## src/rtl/snake_cmd_decoder.sv

```systemverilog
// PS/2 scancode to snake game command decoder: make/break/E0 parser, start/pause pulses, direction FIFO.
// Optional SNAKE_ARROW_KEYS_EN maps extended arrow codes to directions; otherwise only WASD steers.
module snake_cmd_decoder #(
  parameter int         DEPTH    = 4,
  parameter logic [1:0] INIT_DIR = 2'd1
) (
  input  logic                     clk,
  input  logic                     rst,
  input  logic [7:0]               key,
  input  logic                     key_pressed,
  input  logic                     step,
  output logic [1:0]               snake_dir,
  output logic                     start,
  output logic                     pause,
  output logic [$clog2(DEPTH):0]   q_level
);
  localparam int PW = $clog2(DEPTH);
  localparam logic [PW:0] FULL = (PW+1)'(DEPTH);

  typedef enum logic [1:0] {IDLE, EXT, BRK, EXT_BRK} state_t;
  state_t state;

  logic [DEPTH-1:0][1:0] fifo;
  logic [PW-1:0]         head, tail;
  logic                  enter_held, space_held;

  logic       is_prefix, is_make, is_brk, is_ext;
  logic       dir_hit, push, pop;
  logic [1:0] dir_new, ref_dir;

  assign is_prefix = (key == 8'hE0) || (key == 8'hF0);
  assign is_make   = key_pressed && !is_prefix && (state == IDLE || state == EXT);
  assign is_brk    = key_pressed && (state == BRK || state == EXT_BRK);
  assign is_ext    = (state == EXT) || (state == EXT_BRK);

  always_comb begin
    dir_hit = 1'b0;
    dir_new = 2'd0;
    if (!is_ext) begin
      case (key)
        8'h1D: begin dir_hit = 1'b1; dir_new = 2'd0; end
        8'h23: begin dir_hit = 1'b1; dir_new = 2'd1; end
        8'h1B: begin dir_hit = 1'b1; dir_new = 2'd2; end
        8'h1C: begin dir_hit = 1'b1; dir_new = 2'd3; end
        default: ;
      endcase
    end
`ifdef SNAKE_ARROW_KEYS_EN
    else begin
      case (key)
        8'h75: begin dir_hit = 1'b1; dir_new = 2'd0; end
        8'h74: begin dir_hit = 1'b1; dir_new = 2'd1; end
        8'h72: begin dir_hit = 1'b1; dir_new = 2'd2; end
        8'h6B: begin dir_hit = 1'b1; dir_new = 2'd3; end
        default: ;
      endcase
    end
`endif
  end

  // Candidate direction is checked against the last queued one, or the live one when empty.
  assign ref_dir = (q_level != '0) ? fifo[tail - 1'b1] : snake_dir;
  assign pop     = step && (q_level != '0) && !start;
  assign push    = is_make && dir_hit && (dir_new != ref_dir) && (dir_new != (ref_dir ^ 2'b10))
                   && ((q_level != FULL) || pop);

  always_ff @(posedge clk or negedge rst) begin
    if (!rst) begin
      state      <= IDLE;
      fifo       <= '0;
      head       <= '0;
      tail       <= '0;
      q_level    <= '0;
      snake_dir  <= INIT_DIR;
      start      <= 1'b0;
      pause      <= 1'b0;
      enter_held <= 1'b0;
      space_held <= 1'b0;
    end else begin
      start <= 1'b0;
      pause <= 1'b0;
      if (key_pressed) begin
        case (state)
          IDLE:    state <= (key == 8'hE0) ? EXT : (key == 8'hF0) ? BRK : IDLE;
          EXT:     state <= (key == 8'hF0) ? EXT_BRK : (key == 8'hE0) ? EXT : IDLE;
          default: state <= IDLE;
        endcase
      end
      // Held flags suppress typematic repeats until the matching break code.
      if (is_make && !is_ext) begin
        if (key == 8'h5A) begin start <= !enter_held; enter_held <= 1'b1; end
        if (key == 8'h29) begin pause <= !space_held; space_held <= 1'b1; end
      end
      if (is_brk && !is_ext) begin
        if (key == 8'h5A) enter_held <= 1'b0;
        if (key == 8'h29) space_held <= 1'b0;
      end
      if (start) begin
        head      <= '0;
        tail      <= '0;
        q_level   <= '0;
        snake_dir <= INIT_DIR;
      end else begin
        if (push) begin
          fifo[tail] <= dir_new;
          tail       <= tail + 1'b1;
        end
        if (pop) begin
          snake_dir <= fifo[head];
          head      <= head + 1'b1;
        end
        if (push && !pop)      q_level <= q_level + 1'b1;
        else if (pop && !push) q_level <= q_level - 1'b1;
      end
    end
  end
endmodule

```

## config.mk

```make
export PLATFORM = sky130hd
export DESIGN_NAME = snake_cmd_decoder
export DESIGN_NICKNAME = d
export VERILOG_FILES = /design/src/rtl/snake_cmd_decoder.sv
export SDC_FILE = /design/constraint.sdc
export NUM_CORES = 1
export LEC_CHECK = 0
export ABC_AREA = 1
export BUFFER_PORTS_ARGS = -buffer_cell sky130_fd_sc_hd__buf_2
export CAP_MARGIN = 20
export CORE_ASPECT_RATIO = 1.2
export CORE_MARGIN = 4
export CORE_UTILIZATION = 55
export CTS_CLUSTER_DIAMETER = 60
export DETAILED_ROUTE_END_ITERATION = 8
export GPL_TIMING_DRIVEN = 0
export PLACE_DENSITY = 0.87
export SLEW_MARGIN = 20
export SYNTH_ARGS = -nofsm -noshare
export SYNTH_HDL_FRONTEND = slang
export SYNTH_SLANG_ARGS = --single-unit
export TNS_END_PERCENT = 1
```

## constraint.sdc

```tcl
create_clock -name clk -period 2.9 [get_ports clk]
set_input_delay 0 -clock clk [delete_from_list [all_inputs] [get_ports clk]]
set_output_delay 0 -clock clk [all_outputs]
set_load 0.03 [all_outputs]
```

==> flow_metrics.py <==
metrics = {
    "outcome": {
        "status": "complete, no violations",
    },
    "timing": {
        "fin_setup_tns_ns": 0,
        "fmax_mhz": 385.2,
        "slew_viol_final": 0,
        "finalClockSkew_ns": 0.001032,
        "finalHoldViolations": 0,
        "max-slew-margin-rel": 0.6642,
        "rsz0062_at_grt": "false",
        "worstMarginPinSlew_ns": 0.5038,
        "setup_viol": 0,
        "post-route-period-util": 0.8951,
        "fin_crit_ns": 2.596,
    },
    "critical_path": {
        "worstSetupPathType": "reg2reg",
        "cp.arrival_ns": 2.81,
        "crit_fanout": 7,
        "startpoint_type": "flip-flop",
        "crit_top_cell": "nand2_1",
        "max_stage_delay_ns": 0.48,
        "timing.critical_path.cells": "inv_1 > ha_1 > inv_1 > nand3_1 > nand2_1 > nand2_1 > nand2_1 > nand2_1 > nand2_2 > nand3_2 > inv_1 > fa_1 > xnor2_1 > inv_1 > nand2_1 > nand2_1 > nand2_1 > nand2_1",
        "worst_setup_path_end_kind": "flip-flop",
        "rrSetupSlack_ns": 0.30,
        "required_ns": 3.12,
        "critical_path.slowest_cell": "dfrtp_1",
    },
    "drt": {
        "dr.pass1.iters": 4,
        "ant_nets": 0,
        "drt_iter0_markers": 33,
        "wl_um": 2841,
        "drc": 0,
        "wl_per_cell_um": 11.23,
        "vias": 1324,
        "via_per_inst": 5.233,
    },
    "min_path": {
        "holdCritPathClass": "in2reg",
    },
    "clocking": {
        "clock_latency_ns": 0.31,
        "cts_buffers": 3,
        "clkTransAtPathRegs_ns": 0.13,
        "cts_root_buf": "clkbuf_4",
        "cts_max_path_buffers": 2,
        "tritoncts": "built",
        "clkSinkCount": 23,
        "h-tree-depth": 1,
        "cts_setup_buffers": 0,
    },
    "floorplanning": {
        "design.die.area_mm2": 0.003528,
        "fp.dieH_um": 64.28,
        "io_pins": 19,
        "fp.dieW_um": 54.90,
        "placementRows": 20,
        "initial_utilization": 0.5743,
        "coreArea_mm2": 0.002527,
    },
    "cells_and_area": {
        "n_antenna_cell": 0,
        "fillers": 239,
        "drive_above_1_share": 0.1864,
        "final_common_cell": "nand2_1",
        "layout.nets": 238,
        "areaGrowthSynthToFinish_pct": 11.64,
        "mostFrequentLayoutCells": "50 x nand2_1, 28 x inv_1, 24 x nor2_1, 22 x dfrtp_1, 18 x buf_2",
    },
    "logic_synthesis": {
        "seq_area_frac_synth": 0.3974,
        "synth_top_area_frac": 0.3793,
        "yosys_warnings": 0,
        "netlist_instances": 197,
        "yosys.area.top_type": "dfrtp_1",
        "synthSimpleGateAreaFrac": 0.3483,
        "synth_xor_area_frac": 0.006034,
        "synth_seq_cells": 23,
        "syn-num-nets": 214,
        "synth.area.top_cells": "dfrtp_1 38%, nand2_1 13%, inv_1 7.2%",
        "ys_types": 31,
        "synth_top_family_by_area": "simple AND/OR/NAND/NOR gates",
        "synthMuxAreaShare": 0,
        "synth_compound_area_frac": 0.1224,
        "syn_area_mm2": 0.001451,
        "syn_avg_cell_area_um2": 7.367,
        "synth_fa_ha_area_frac": 0.04828,
    },
    "grt": {
        "grt_max_degree": 24,
        "antenna_found_initial": 0,
        "grt_usage": 0.1881,
        "overflow": 0,
        "grt_pass1_wl_um": 4981,
        "grt_pass1_vias": 1257,
    },
    "placed_design": {
        "hpwlAfterDp_um": 2291,
        "place.gp.congestion": 0.8053,
        "port_buffers": 18,
    },
    "flow_run": {
        "drv_cap": 0,
    },
    "power": {
        "leakagePower_nw": 0.8309,
        "finalPower_mw": 1.034,
        "peakVddDrop_uv": 291.2,
        "power_density_mw_per_mm2": 638.3,
    },
}
==> power breakdown <==
group | total, mW | switching, mW | internal, mW
sequential | 0.433 | 0.0534 | 0.379
clock | 0.149 | 0.0979 | 0.0516
combinational | 0.452 | 0.296 | 0.156
==> through the flow <==
step	hold WS [ns]	utilization	setup WS [ns]	cell area, um^2	std cells
3_3_place_gp	-0.005235	0.6262	0.4059	1583	248
5_1_grt	0.009453	0.6411	0.03046	1620	253
6_report	0.01810	0.6411	0.3042	1620	253
4_1_cts	0.009982	0.6411	0.2781	1620	253
2_1_floorplan	-0.2956	-	0.5897	1451	197
3_5_place_dp	-0.0004563	0.6262	0.3198	1583	248
==> critical path, delay by kind of cell (launching register included) <==
| family | cells | cell delay, ns |
|---|---|---|
| buf+inv | 4 | 0.33 |
| simple gates | 11 | 0.80 |
| flops | 1 | 0.48 |
| fa+ha+maj | 2 | 0.70 |
| xor+xnor | 1 | 0.19 |
==> registers in the layout, indices dropped and copies added, names as in the netlist <==
signal / flops
enter_held: 1
fifo: 8
head: 2
pause: 1
q_level: 3
snake_dir: 2
space_held: 1
start: 1
state: 2
tail: 2
==> routing by layer <==
layer / up-vias / routed length, um / GRT usage
li1: 684 / - / -
met3: 5 / 108 / 0.02098
met4: 0 / 53 / 0.08815
met2: 25 / 1463 / 0.3254
met5: - / 0 / 0
met1: 610 / 1215 / 0.2209
==> what timing repair did <==
action                                 4_1_cts  5_1_grt
endpoints found under the hold margin       23        0
resized for setup                            0        0
hold buffers                                 1        0
==> worst paths after layout <==
path / depth (start not counted) / start / end
worst min-delay path: 3 / key_pressed / state[1]
min in group asynchronous: 2 / rst / fifo[3]
worst max register to register: 18 / tail[0] / q_level[2]
worst max-delay path: 18 / tail[0] / q_level[2]
worst min register to register: 1 / space_held / pause
max in group asynchronous: 2 / rst / snake_dir[0]
==> cells in the mapped netlist (all sizes together) <==
library cell	number
nand4	6
inv	30
nand2	60
nor4	1
a21oi	6
ha	4
nand3	6
dfstp	1
o2111ai	1
nand3b	1
xnor2	1
o22ai	2
a32oi	1
o32a	1
nor2	27
dfrtp	22
or2	1
o21a	2
a22o	1
fa	1
nor3	6
o21ai	16
==> cells by family after synthesis <==
kind of cell | count (synthesis)
simple gates | 108
fa+ha+maj | 5
buf+inv | 30
flops | 23
compound gates | 30
xor+xnor | 1
==> final cells by class <==
| class | count | area (um^2) | area share |
|---|---|---|---|
| tap | 33 | 41.29 | 0.02548 |
| sequential | 23 | 576.8 | 0.3560 |
| timing repair buffer | 19 | 100.1 | 0.06178 |
| clock buffer | 3 | 22.52 | 0.01390 |
| multi-input combinational | 144 | 762.0 | 0.4703 |
| clock inverter | 1 | 5.005 | 0.003089 |
| inverter | 30 | 112.6 | 0.06950 |
Power figures use the tool's default switching activity.
